### src/rtl/turn_scheduler_pkg.sv
// Shared types and constants for the turn scheduler of the cat-vs-dog
// artillery game: FSM state encoding, game tuning values and player codes.
package turn_scheduler_pkg;

  typedef enum logic [2:0] {IDLE, AIM, CHARGE, FLIGHT, RESOLVE, OVER} turn_state_t;

  localparam int HP_MAX         = 100;
  localparam int DAMAGE         = 25;
  localparam int POWER_MAX      = 200;
  localparam int POWER_STEP     = 2;
  localparam int FLIGHT_TIMEOUT = 240;
  localparam int WIND_MAX       = 15;

  localparam logic [1:0] PLAYER_NONE = 2'd0;
  localparam logic [1:0] PLAYER_1    = 2'd1;  // cat
  localparam logic [1:0] PLAYER_2    = 2'd2;  // dog

  // The player who is not p; only meaningful while a game is running.
  function automatic logic [1:0] other_player(input logic [1:0] p);
    return (p == PLAYER_1) ? PLAYER_2 : PLAYER_1;
  endfunction

  // Interpret 5 random bits as signed wind; the one value outside
  // -WIND_MAX..+WIND_MAX (-16) is folded to calm air.
  function automatic logic signed [4:0] fold_wind(input logic [4:0] raw);
    logic signed [4:0] w;
    w = signed'(raw);
    return (int'(w) < -WIND_MAX) ? 5'sd0 : w;
  endfunction

endpackage

### src/rtl/turn_scheduler_if.sv
// Signal bundle between the turn scheduler and its neighbours: debounced
// inputs and projectile handshake in, launch request and HUD values out.
// The scheduler uses the slave view; whoever drives the inputs uses master.
interface turn_scheduler_if;

  logic              frame_tick;
  logic              start;
  logic              fire1;
  logic              fire2;
  logic              proj_done;
  logic              proj_hit;
  logic              launch;
  logic [7:0]        launch_power;
  logic [1:0]        active_player;
  logic [7:0]        power;
  logic [6:0]        hp1;
  logic [6:0]        hp2;
  logic signed [4:0] wind;
  logic              game_over;
  logic [1:0]        winner;

  modport master (
    output frame_tick, start, fire1, fire2, proj_done, proj_hit,
    input  launch, launch_power, active_player, power, hp1, hp2, wind,
           game_over, winner
  );

  modport slave (
    input  frame_tick, start, fire1, fire2, proj_done, proj_hit,
    output launch, launch_power, active_player, power, hp1, hp2, wind,
           game_over, winner
  );

endinterface

### src/rtl/turn_scheduler_wind_lfsr.sv
// Wind generator: an 8-bit Fibonacci LFSR (x^8+x^6+x^5+x^4+1) that free-runs
// every clock; on redraw_i its low five bits are folded to -15..+15 and held.
// Only built when WIND_EN is defined; otherwise the scheduler ties wind to 0.
`ifdef WIND_EN
module wind_lfsr
  import turn_scheduler_pkg::*;
(
  input  logic              clk,
  input  logic              rst_n,
  input  logic              redraw_i,
  output logic signed [4:0] wind_o
);

  logic [7:0]        lfsr_q;
  logic [7:0]        lfsr_d;
  logic signed [4:0] wind_q;

  // Next LFSR value: shift left, feedback from taps 8, 6, 5, 4.
  always_comb begin
    lfsr_d = {lfsr_q[6:0], lfsr_q[7] ^ lfsr_q[5] ^ lfsr_q[4] ^ lfsr_q[3]};
  end

  // Step the LFSR every clock; latch a new wind value only on redraw.
  always_ff @(posedge clk or negedge rst_n) begin
    if (!rst_n) begin
      lfsr_q <= 8'hA5;
      wind_q <= 5'sd0;
    end else begin
      lfsr_q <= lfsr_d;
      if (redraw_i) wind_q <= fold_wind(lfsr_q[4:0]);
    end
  end

  assign wind_o = wind_q;

endmodule
`endif

### src/rtl/turn_scheduler.sv
// Turn-sequencing controller: alternates the cat and the dog, charges shot
// power while the active fire button is held, issues a one-cycle launch,
// waits for the flight result, applies damage and declares the winner.
// Optional feature macro: WIND_EN (random wind per turn via wind_lfsr);
// without it wind is constant 0.
module turn_scheduler #(
  parameter int HP_MAX         = turn_scheduler_pkg::HP_MAX,
  parameter int DAMAGE         = turn_scheduler_pkg::DAMAGE,
  parameter int POWER_MAX      = turn_scheduler_pkg::POWER_MAX,
  parameter int POWER_STEP     = turn_scheduler_pkg::POWER_STEP,
  parameter int FLIGHT_TIMEOUT = turn_scheduler_pkg::FLIGHT_TIMEOUT
) (
  input  logic              clk,
  input  logic              rst_n,
  turn_scheduler_if.slave   ctl
);

  import turn_scheduler_pkg::turn_state_t, turn_scheduler_pkg::IDLE,
         turn_scheduler_pkg::AIM, turn_scheduler_pkg::CHARGE,
         turn_scheduler_pkg::FLIGHT, turn_scheduler_pkg::RESOLVE,
         turn_scheduler_pkg::OVER;
  import turn_scheduler_pkg::PLAYER_NONE, turn_scheduler_pkg::PLAYER_1,
         turn_scheduler_pkg::PLAYER_2, turn_scheduler_pkg::other_player;

  localparam logic [6:0] HP_INIT      = 7'(HP_MAX);
  localparam logic [6:0] HP_DMG       = 7'(DAMAGE);
  localparam logic [7:0] PWR_MAX      = 8'(POWER_MAX);
  localparam logic [8:0] PWR_STEP     = 9'(POWER_STEP);
  localparam logic [7:0] FLIGHT_LIMIT = 8'(FLIGHT_TIMEOUT);

  turn_state_t state_q, state_d;
  logic        launch_q, launch_d;
  logic [7:0]  launch_power_q, launch_power_d;
  logic [1:0]  active_q, active_d;
  logic [7:0]  power_q, power_d;
  logic [6:0]  hp1_q, hp1_d;
  logic [6:0]  hp2_q, hp2_d;
  logic        game_over_q, game_over_d;
  logic [1:0]  winner_q, winner_d;
  logic [7:0]  frame_cnt_q, frame_cnt_d;
  logic        hit_q, hit_d;
  logic [1:0]  fire_prev_q;
  logic        redraw;

  logic        fire_now, fire_was, fire_rise, fire_fall;
  logic [8:0]  power_sum;
  logic [7:0]  power_sat;
  logic [7:0]  frame_cnt_inc;
  logic [6:0]  opp_hp, opp_hp_after;

  // Select the active player's fire level and its registered copy; the
  // inactive player's button never reaches the FSM.
  always_comb begin
    // NOTE: every signal written here gets a default first, so no path can
    // leave one unassigned and infer a latch.
    fire_now = 1'b0;
    fire_was = 1'b0;
    if (active_q == PLAYER_1) begin
      fire_now = ctl.fire1;
      fire_was = fire_prev_q[0];
    end else if (active_q == PLAYER_2) begin
      fire_now = ctl.fire2;
      fire_was = fire_prev_q[1];
    end
  end

  assign fire_rise     = fire_now & ~fire_was;
  assign fire_fall     = ~fire_now & fire_was;
  assign power_sum     = {1'b0, power_q} + PWR_STEP;
  assign power_sat     = (power_sum > {1'b0, PWR_MAX}) ? PWR_MAX : power_sum[7:0];
  assign frame_cnt_inc = frame_cnt_q + 8'd1;
  assign opp_hp        = (active_q == PLAYER_1) ? hp2_q : hp1_q;
  assign opp_hp_after  = !hit_q            ? opp_hp :
                         (opp_hp > HP_DMG) ? opp_hp - HP_DMG : 7'd0;

  // Next-state and next-register logic for the turn FSM.
  always_comb begin
    state_d        = state_q;
    launch_d       = 1'b0;
    launch_power_d = launch_power_q;
    active_d       = active_q;
    power_d        = power_q;
    hp1_d          = hp1_q;
    hp2_d          = hp2_q;
    game_over_d    = game_over_q;
    winner_d       = winner_q;
    frame_cnt_d    = frame_cnt_q;
    hit_d          = hit_q;
    redraw         = 1'b0;

    case (state_q)
      IDLE, OVER: begin
        if (ctl.start) begin
          hp1_d       = HP_INIT;
          hp2_d       = HP_INIT;
          active_d    = PLAYER_1;
          power_d     = 8'd0;
          game_over_d = 1'b0;
          winner_d    = PLAYER_NONE;
          redraw      = 1'b1;
          state_d     = AIM;
        end
      end
      AIM: begin
        if (fire_rise) begin
          power_d = 8'd0;
          state_d = CHARGE;
        end
      end
      CHARGE: begin
        // Release beats a coincident frame tick: launch the current power.
        if (fire_fall) begin
          launch_d       = 1'b1;
          launch_power_d = power_q;
          power_d        = 8'd0;
          frame_cnt_d    = 8'd0;
          state_d        = FLIGHT;
        end else if (ctl.frame_tick) begin
          power_d = power_sat;
        end
      end
      FLIGHT: begin
        // A real result beats a coincident timeout.
        if (ctl.proj_done) begin
          hit_d   = ctl.proj_hit;
          state_d = RESOLVE;
        end else if (ctl.frame_tick) begin
          frame_cnt_d = frame_cnt_inc;
          if (frame_cnt_inc == FLIGHT_LIMIT) begin
            hit_d   = 1'b0;
            state_d = RESOLVE;
          end
        end
      end
      RESOLVE: begin
        if (active_q == PLAYER_1) hp2_d = opp_hp_after;
        else                      hp1_d = opp_hp_after;
        if (opp_hp_after == 7'd0) begin
          winner_d    = active_q;
          active_d    = PLAYER_NONE;
          game_over_d = 1'b1;
          state_d     = OVER;
        end else begin
          active_d = other_player(active_q);
          redraw   = 1'b1;
          state_d  = AIM;
        end
      end
      default: state_d = IDLE;
    endcase
  end

  // State and output registers; fire history is sampled in every state.
  always_ff @(posedge clk or negedge rst_n) begin
    if (!rst_n) begin
      state_q        <= IDLE;
      launch_q       <= 1'b0;
      launch_power_q <= 8'd0;
      active_q       <= PLAYER_NONE;
      power_q        <= 8'd0;
      hp1_q          <= HP_INIT;
      hp2_q          <= HP_INIT;
      game_over_q    <= 1'b0;
      winner_q       <= PLAYER_NONE;
      frame_cnt_q    <= 8'd0;
      hit_q          <= 1'b0;
      fire_prev_q    <= 2'b00;
    end else begin
      // NOTE: non-blocking assignments so every register updates from the
      // same pre-edge values regardless of statement order.
      state_q        <= state_d;
      launch_q       <= launch_d;
      launch_power_q <= launch_power_d;
      active_q       <= active_d;
      power_q        <= power_d;
      hp1_q          <= hp1_d;
      hp2_q          <= hp2_d;
      game_over_q    <= game_over_d;
      winner_q       <= winner_d;
      frame_cnt_q    <= frame_cnt_d;
      hit_q          <= hit_d;
      fire_prev_q    <= {ctl.fire2, ctl.fire1};
    end
  end

`ifdef WIND_EN
  wind_lfsr u_wind (
    .clk      (clk),
    .rst_n    (rst_n),
    .redraw_i (redraw),
    .wind_o   (ctl.wind)
  );
`else
  logic unused_redraw;
  assign unused_redraw = redraw;
  assign ctl.wind      = 5'sd0;
`endif

  assign ctl.launch        = launch_q;
  assign ctl.launch_power  = launch_power_q;
  assign ctl.active_player = active_q;
  assign ctl.power         = power_q;
  assign ctl.hp1           = hp1_q;
  assign ctl.hp2           = hp2_q;
  assign ctl.game_over     = game_over_q;
  assign ctl.winner        = winner_q;

endmodule

### src/flat_wrapper.sv
// flat-port wrapper written by rule: the top's interface ports become plain ports
module turn_scheduler_flat import turn_scheduler_pkg::turn_state_t, turn_scheduler_pkg::IDLE,
         turn_scheduler_pkg::AIM, turn_scheduler_pkg::CHARGE,
         turn_scheduler_pkg::FLIGHT, turn_scheduler_pkg::RESOLVE,
         turn_scheduler_pkg::OVER; import turn_scheduler_pkg::PLAYER_NONE, turn_scheduler_pkg::PLAYER_1,
         turn_scheduler_pkg::PLAYER_2, turn_scheduler_pkg::other_player;
#(
  parameter int HP_MAX         = turn_scheduler_pkg::HP_MAX,
  parameter int DAMAGE         = turn_scheduler_pkg::DAMAGE,
  parameter int POWER_MAX      = turn_scheduler_pkg::POWER_MAX,
  parameter int POWER_STEP     = turn_scheduler_pkg::POWER_STEP,
  parameter int FLIGHT_TIMEOUT = turn_scheduler_pkg::FLIGHT_TIMEOUT
)
  (clk, rst_n, ctl_frame_tick, ctl_start, ctl_fire1, ctl_fire2, ctl_proj_done, ctl_proj_hit, ctl_launch, ctl_launch_power, ctl_active_player, ctl_power, ctl_hp1, ctl_hp2, ctl_wind, ctl_game_over, ctl_winner);
  turn_scheduler_if ctl_i ();
  input  logic clk;
  input  logic rst_n;
  input wire logic [$bits(ctl_i.frame_tick)-1:0] ctl_frame_tick;
  input wire logic [$bits(ctl_i.start)-1:0] ctl_start;
  input wire logic [$bits(ctl_i.fire1)-1:0] ctl_fire1;
  input wire logic [$bits(ctl_i.fire2)-1:0] ctl_fire2;
  input wire logic [$bits(ctl_i.proj_done)-1:0] ctl_proj_done;
  input wire logic [$bits(ctl_i.proj_hit)-1:0] ctl_proj_hit;
  output wire logic [$bits(ctl_i.launch)-1:0] ctl_launch;
  output wire logic [$bits(ctl_i.launch_power)-1:0] ctl_launch_power;
  output wire logic [$bits(ctl_i.active_player)-1:0] ctl_active_player;
  output wire logic [$bits(ctl_i.power)-1:0] ctl_power;
  output wire logic [$bits(ctl_i.hp1)-1:0] ctl_hp1;
  output wire logic [$bits(ctl_i.hp2)-1:0] ctl_hp2;
  output wire logic [$bits(ctl_i.wind)-1:0] ctl_wind;
  output wire logic [$bits(ctl_i.game_over)-1:0] ctl_game_over;
  output wire logic [$bits(ctl_i.winner)-1:0] ctl_winner;
  assign ctl_i.frame_tick = ctl_frame_tick;
  assign ctl_i.start = ctl_start;
  assign ctl_i.fire1 = ctl_fire1;
  assign ctl_i.fire2 = ctl_fire2;
  assign ctl_i.proj_done = ctl_proj_done;
  assign ctl_i.proj_hit = ctl_proj_hit;
  assign ctl_launch = ctl_i.launch;
  assign ctl_launch_power = ctl_i.launch_power;
  assign ctl_active_player = ctl_i.active_player;
  assign ctl_power = ctl_i.power;
  assign ctl_hp1 = ctl_i.hp1;
  assign ctl_hp2 = ctl_i.hp2;
  assign ctl_wind = ctl_i.wind;
  assign ctl_game_over = ctl_i.game_over;
  assign ctl_winner = ctl_i.winner;
  turn_scheduler #(.HP_MAX(HP_MAX), .DAMAGE(DAMAGE), .POWER_MAX(POWER_MAX), .POWER_STEP(POWER_STEP), .FLIGHT_TIMEOUT(FLIGHT_TIMEOUT)) u_core (.clk(clk), .rst_n(rst_n), .ctl(ctl_i));
endmodule
### config.mk
export PLATFORM = sky130hd
export DESIGN_NAME = turn_scheduler_flat
export DESIGN_NICKNAME = d
export VERILOG_FILES = /design/src/rtl/turn_scheduler_pkg.sv /design/src/rtl/turn_scheduler_if.sv /design/src/rtl/turn_scheduler_wind_lfsr.sv /design/src/rtl/turn_scheduler.sv /design/src/flat_wrapper.sv
export SDC_FILE = /design/constraint.sdc
export NUM_CORES = 1
export LEC_CHECK = 0
export ABC_AREA = 1
export BUFFER_PORTS_ARGS = -buffer_cell sky130_fd_sc_hd__buf_2
export CORE_AREA = 2 2 75 77
export DETAILED_ROUTE_END_ITERATION = 10
export DIE_AREA = 0 0 77 79
export GPL_TIMING_DRIVEN = 0
export PLACE_DENSITY = 0.77
export SYNTH_ARGS = -nofsm -noshare
export SYNTH_HDL_FRONTEND = slang
export SYNTH_SLANG_ARGS = --single-unit
### constraint.sdc
create_clock -name clk -period 2.35 [get_ports clk]
set_input_delay 0.3525 -clock clk [delete_from_list [all_inputs] [get_ports clk]]
set_output_delay 0.3525 -clock clk [all_outputs]
set_load 0.01 [all_outputs]
==> metrics.txt <==
All-Layer GR Usage=0.2185; first-pass GRT wire length=10710 um; initial antenna violation count=0; Hold WS=approximately 180 ps; share of the synthesized area in the top cell type=0.3696; startpoint types=register; placed cells=489; Post-Syn Instances=370; largest net degree at the start of global routing=49; max cap viols=0; TritonRoute pass-1 iters=4; vias in the first global route=2411; io pins=between 40 and 50; Synth area leaders=dfrtp_1 37%, nand2_1 11%, inv_1 7.7%; Hold Violations, Final=0; Hold Buf Count CTS=0; CP required=~2600 ps; WL/cell=12.32 um; area grow syn2layout=16.19%; Synth warnings=0; DPL Wire Length=roughly 4600 um; total number of vias=2513; setup TNS=0 ps; Slew @ Worst Pin=between 1000 and 1500 ps; Min Clock Period, post-route=~2100 ps; Setup crit end kind=register; die height=79 um; top_reg_cell synth=dfrtp_1; total power=4363 uW; share of cells above drive strength 1=0.2324; relative slew slack=0.3021; drt total wl=slightly above 6000 um; area leader, netlist=dfrtp_1; unrepaired setup endpoints after global routing=no; leakage power=about 0.0017 uW; starting density of the core=0.5328; Syn Area/Cell=between 7 and 8 sq um; CTS root buf=clkbuf_8; Crit Path Max Fanout=10; clock slew at reported path FFs=90 ps; Post-Synth XOR/XNOR Area=0.02772; maximum vdd ir drop=between 500 and 600 uV; Vias/cell=around 5; synth cell count leaders=82 x nand2_1, 58 x inv_1, 42 x dfrtp_1, 31 x nand3_1, 29 x o21ai_0; H-Tree Depth=2; fmax=0.4720 GHz; distinct cell type count after synthesis=36; Core ar.=~5300 sq um; Final Skew=around 6.6 ps; Finished Layout Cells=around 500; outcome=complete, no violations; ANT cells=0; post-route clock period utilization=0.9016; Power Density=roughly 1300 nW/um^2; simple-gate portion of the synthesized area=0.2886; fin. max-slew vios=0; placed inst area=3162 sq um; post-synthesis compound-gate area fraction=0.1205; worst skew pair latency=between 300 and 400 ps; Rows=27; number of synthesized register bits=48; largest family of logic cells by synthesized area=simple AND/OR/NAND/NOR gates; # DRC=0; CP arrival=2310 ps; kind of critical path=register to register; clock sink count=48; Post-Synth Adder-Cell Area=0.01760; TritonCTS buffer count=5; TritonCTS clock tree=built; total gr overflow=0; worst hold-check path type=input port to register; CTS Buffer Depth=2; Final setup viols=0; number of synthesized flops with an enable pin=0; antenna-violating nets left=0; nets=roughly 440; mux cell area share after synthesis=0.003960; mapped cell area=between 2000 and 3000 sq um; async set-or-reset flop fraction in the synthesized netlist=1.000; full die area=approximately 6100 sq um; fin area=3304 sq um; most frequent cell after synthesis=nand2_1; DR iter-0 viols=140; # port buffers=41; Die X-Extent=a little under 80 um; fillcell total=between 400 and 500; gpl congestion=0.9057; post-synthesis sequential area ratio=0.4250
-- repair_timing --
action / 4_1_cts / 5_1_grt
resized for setup: 0 / 4
buffers inserted: 0 / 1
hold endpoints to repair: 0 / 0
endpoints found under the setup margin: 0 / 12
-- per-stage QoR --
stage / worst slack, ps / utilization
global placement: 220.3 / 0.5924
CTS: 157.8 / 0.6160
detailed placement: 171.3 / 0.5924
floorplan: 400.3 / -
finish: 231.3 / 0.6191
global route: 9.416 / 0.6191
-- state kept, by name, indices dropped and copies added (netlist names), 2 cells and up --
register,flops
u_core.frame_cnt_q,8
u_core.ctl.hp1,7
u_core.ctl.hp2,7
u_core.ctl.launch_power,7
u_core.ctl.power,7
u_core.state_q,3
u_core.ctl.active_player,2
u_core.ctl.winner,2
u_core.fire_prev_q,2
-- logic make-up (layout without fill, tap and decap cells) --
| logic type | count (synthesis) | in the layout |
|---|---|---|
| flops | 48 | 48 |
| buf+inv | 75 | 125 |
| fa+ha+maj | 4 | 4 |
| mux | 1 | 1 |
| compound gates | 62 | 62 |
| simple gates | 170 | 170 |
| xor+xnor | 9 | 9 |
| other cells | 1 | 7 |
-- where the power goes --
| group | internal (uW) | switching [uW] | leakage [uW] |
|---|---|---|---|
| clock network | 375 | 274 | 0.0000645 |
| logic | 814 | 1560 | 0.00105 |
| registers | 1140 | 208 | 0.000615 |
| total | 2330 | 2040 | 0.00172 |
-- layer usage --
| metal | GRT usage | wire length, um | up-vias |
|---|---|---|---|
| met3 | 0.04659 | 363 | 10 |
| met1 | 0.2539 | 2600 | 1155 |
| met5 | 0 | 0 | - |
| met2 | 0.4026 | 3074 | 71 |
| li1 | - | - | 1277 |
| met4 | 0.07143 | 97 | 0 |
-- critical path, stage by stage, from the launching register on --
cell     delay (ps)
dfrtp_1         380
buf_4           190
nand2_8         120
nand2_1          80
nand2_1         100
ha_1            160
inv_1            40
nor2_1          100
nand2_1          90
a21oi_1         240
a21oi_1         100
nor2_4          150
nand3_4         110
nand3_1         100
nand2_1          50
-- cell type report --
cell class / instances / area [sq um] / share of cell area
multi-input combinational: 253 / 1335 / 0.4040
sequential: 48 / 1210 / 0.3661
inverter: 62 / 237.7 / 0.07194
timing repair buffer: 42 / 212.7 / 0.06437
clock buffer: 7 / 96.34 / 0.02916
buffer: 13 / 92.59 / 0.02802
tap: 72 / 90.09 / 0.02726
clock inverter: 1 / 30.03 / 0.009087
-- path summary, 6_finish.rpt --
check / startpoint / endpoint / slack [ps] / cells after the start
setup reg to reg: u_core.ctl.active_player[0] / u_core.ctl.winner[1] / 230 / 14
min in group asynchronous: rst_n / u_core.ctl.launch_power[5] / 230 / 1
hold / removal: ctl_fire1 / u_core.fire_prev_q[0] / 180 / 1
setup / recovery: u_core.ctl.active_player[0] / u_core.ctl.winner[1] / 230 / 14
hold reg to reg: u_core.ctl.launch_power[7] / u_core.ctl.launch_power[7] / 500 / 2
max in group asynchronous: rst_n / u_core.ctl.active_player[1] / 1420 / 1
-- cell usage in the layout (no fill, tap or decap), types with 2 or more instances in the layout --
master / netlist / routed
xor2_1: 9 / 9
o22ai_1: 6 / 6
o211ai_1: 2 / 2
nand2_4: 5 / 5
a211oi_1: 2 / 2
inv_2: 3 / 3
inv_1: 58 / 58
buf_4: 8 / 9
nor3_2: 2 / 2
nand2_1: 82 / 82
clkbuf_8: 0 / 7
dfrtp_1: 42 / 41
nand4_1: 5 / 5
o21ai_1: 9 / 9
a31oi_1: 3 / 3
nand2_2: 8 / 8
buf_2: 2 / 43
nor3_1: 3 / 3
ha_1: 4 / 4
conb_1: 1 / 7
dfstp_2: 6 / 6
nor2_1: 27 / 25
clkbuf_1: 2 / 2
nand3_1: 31 / 31
a21oi_1: 8 / 8
o21ai_0: 29 / 29
nor2_2: 3 / 5
(Power assumes the default switching activity.)
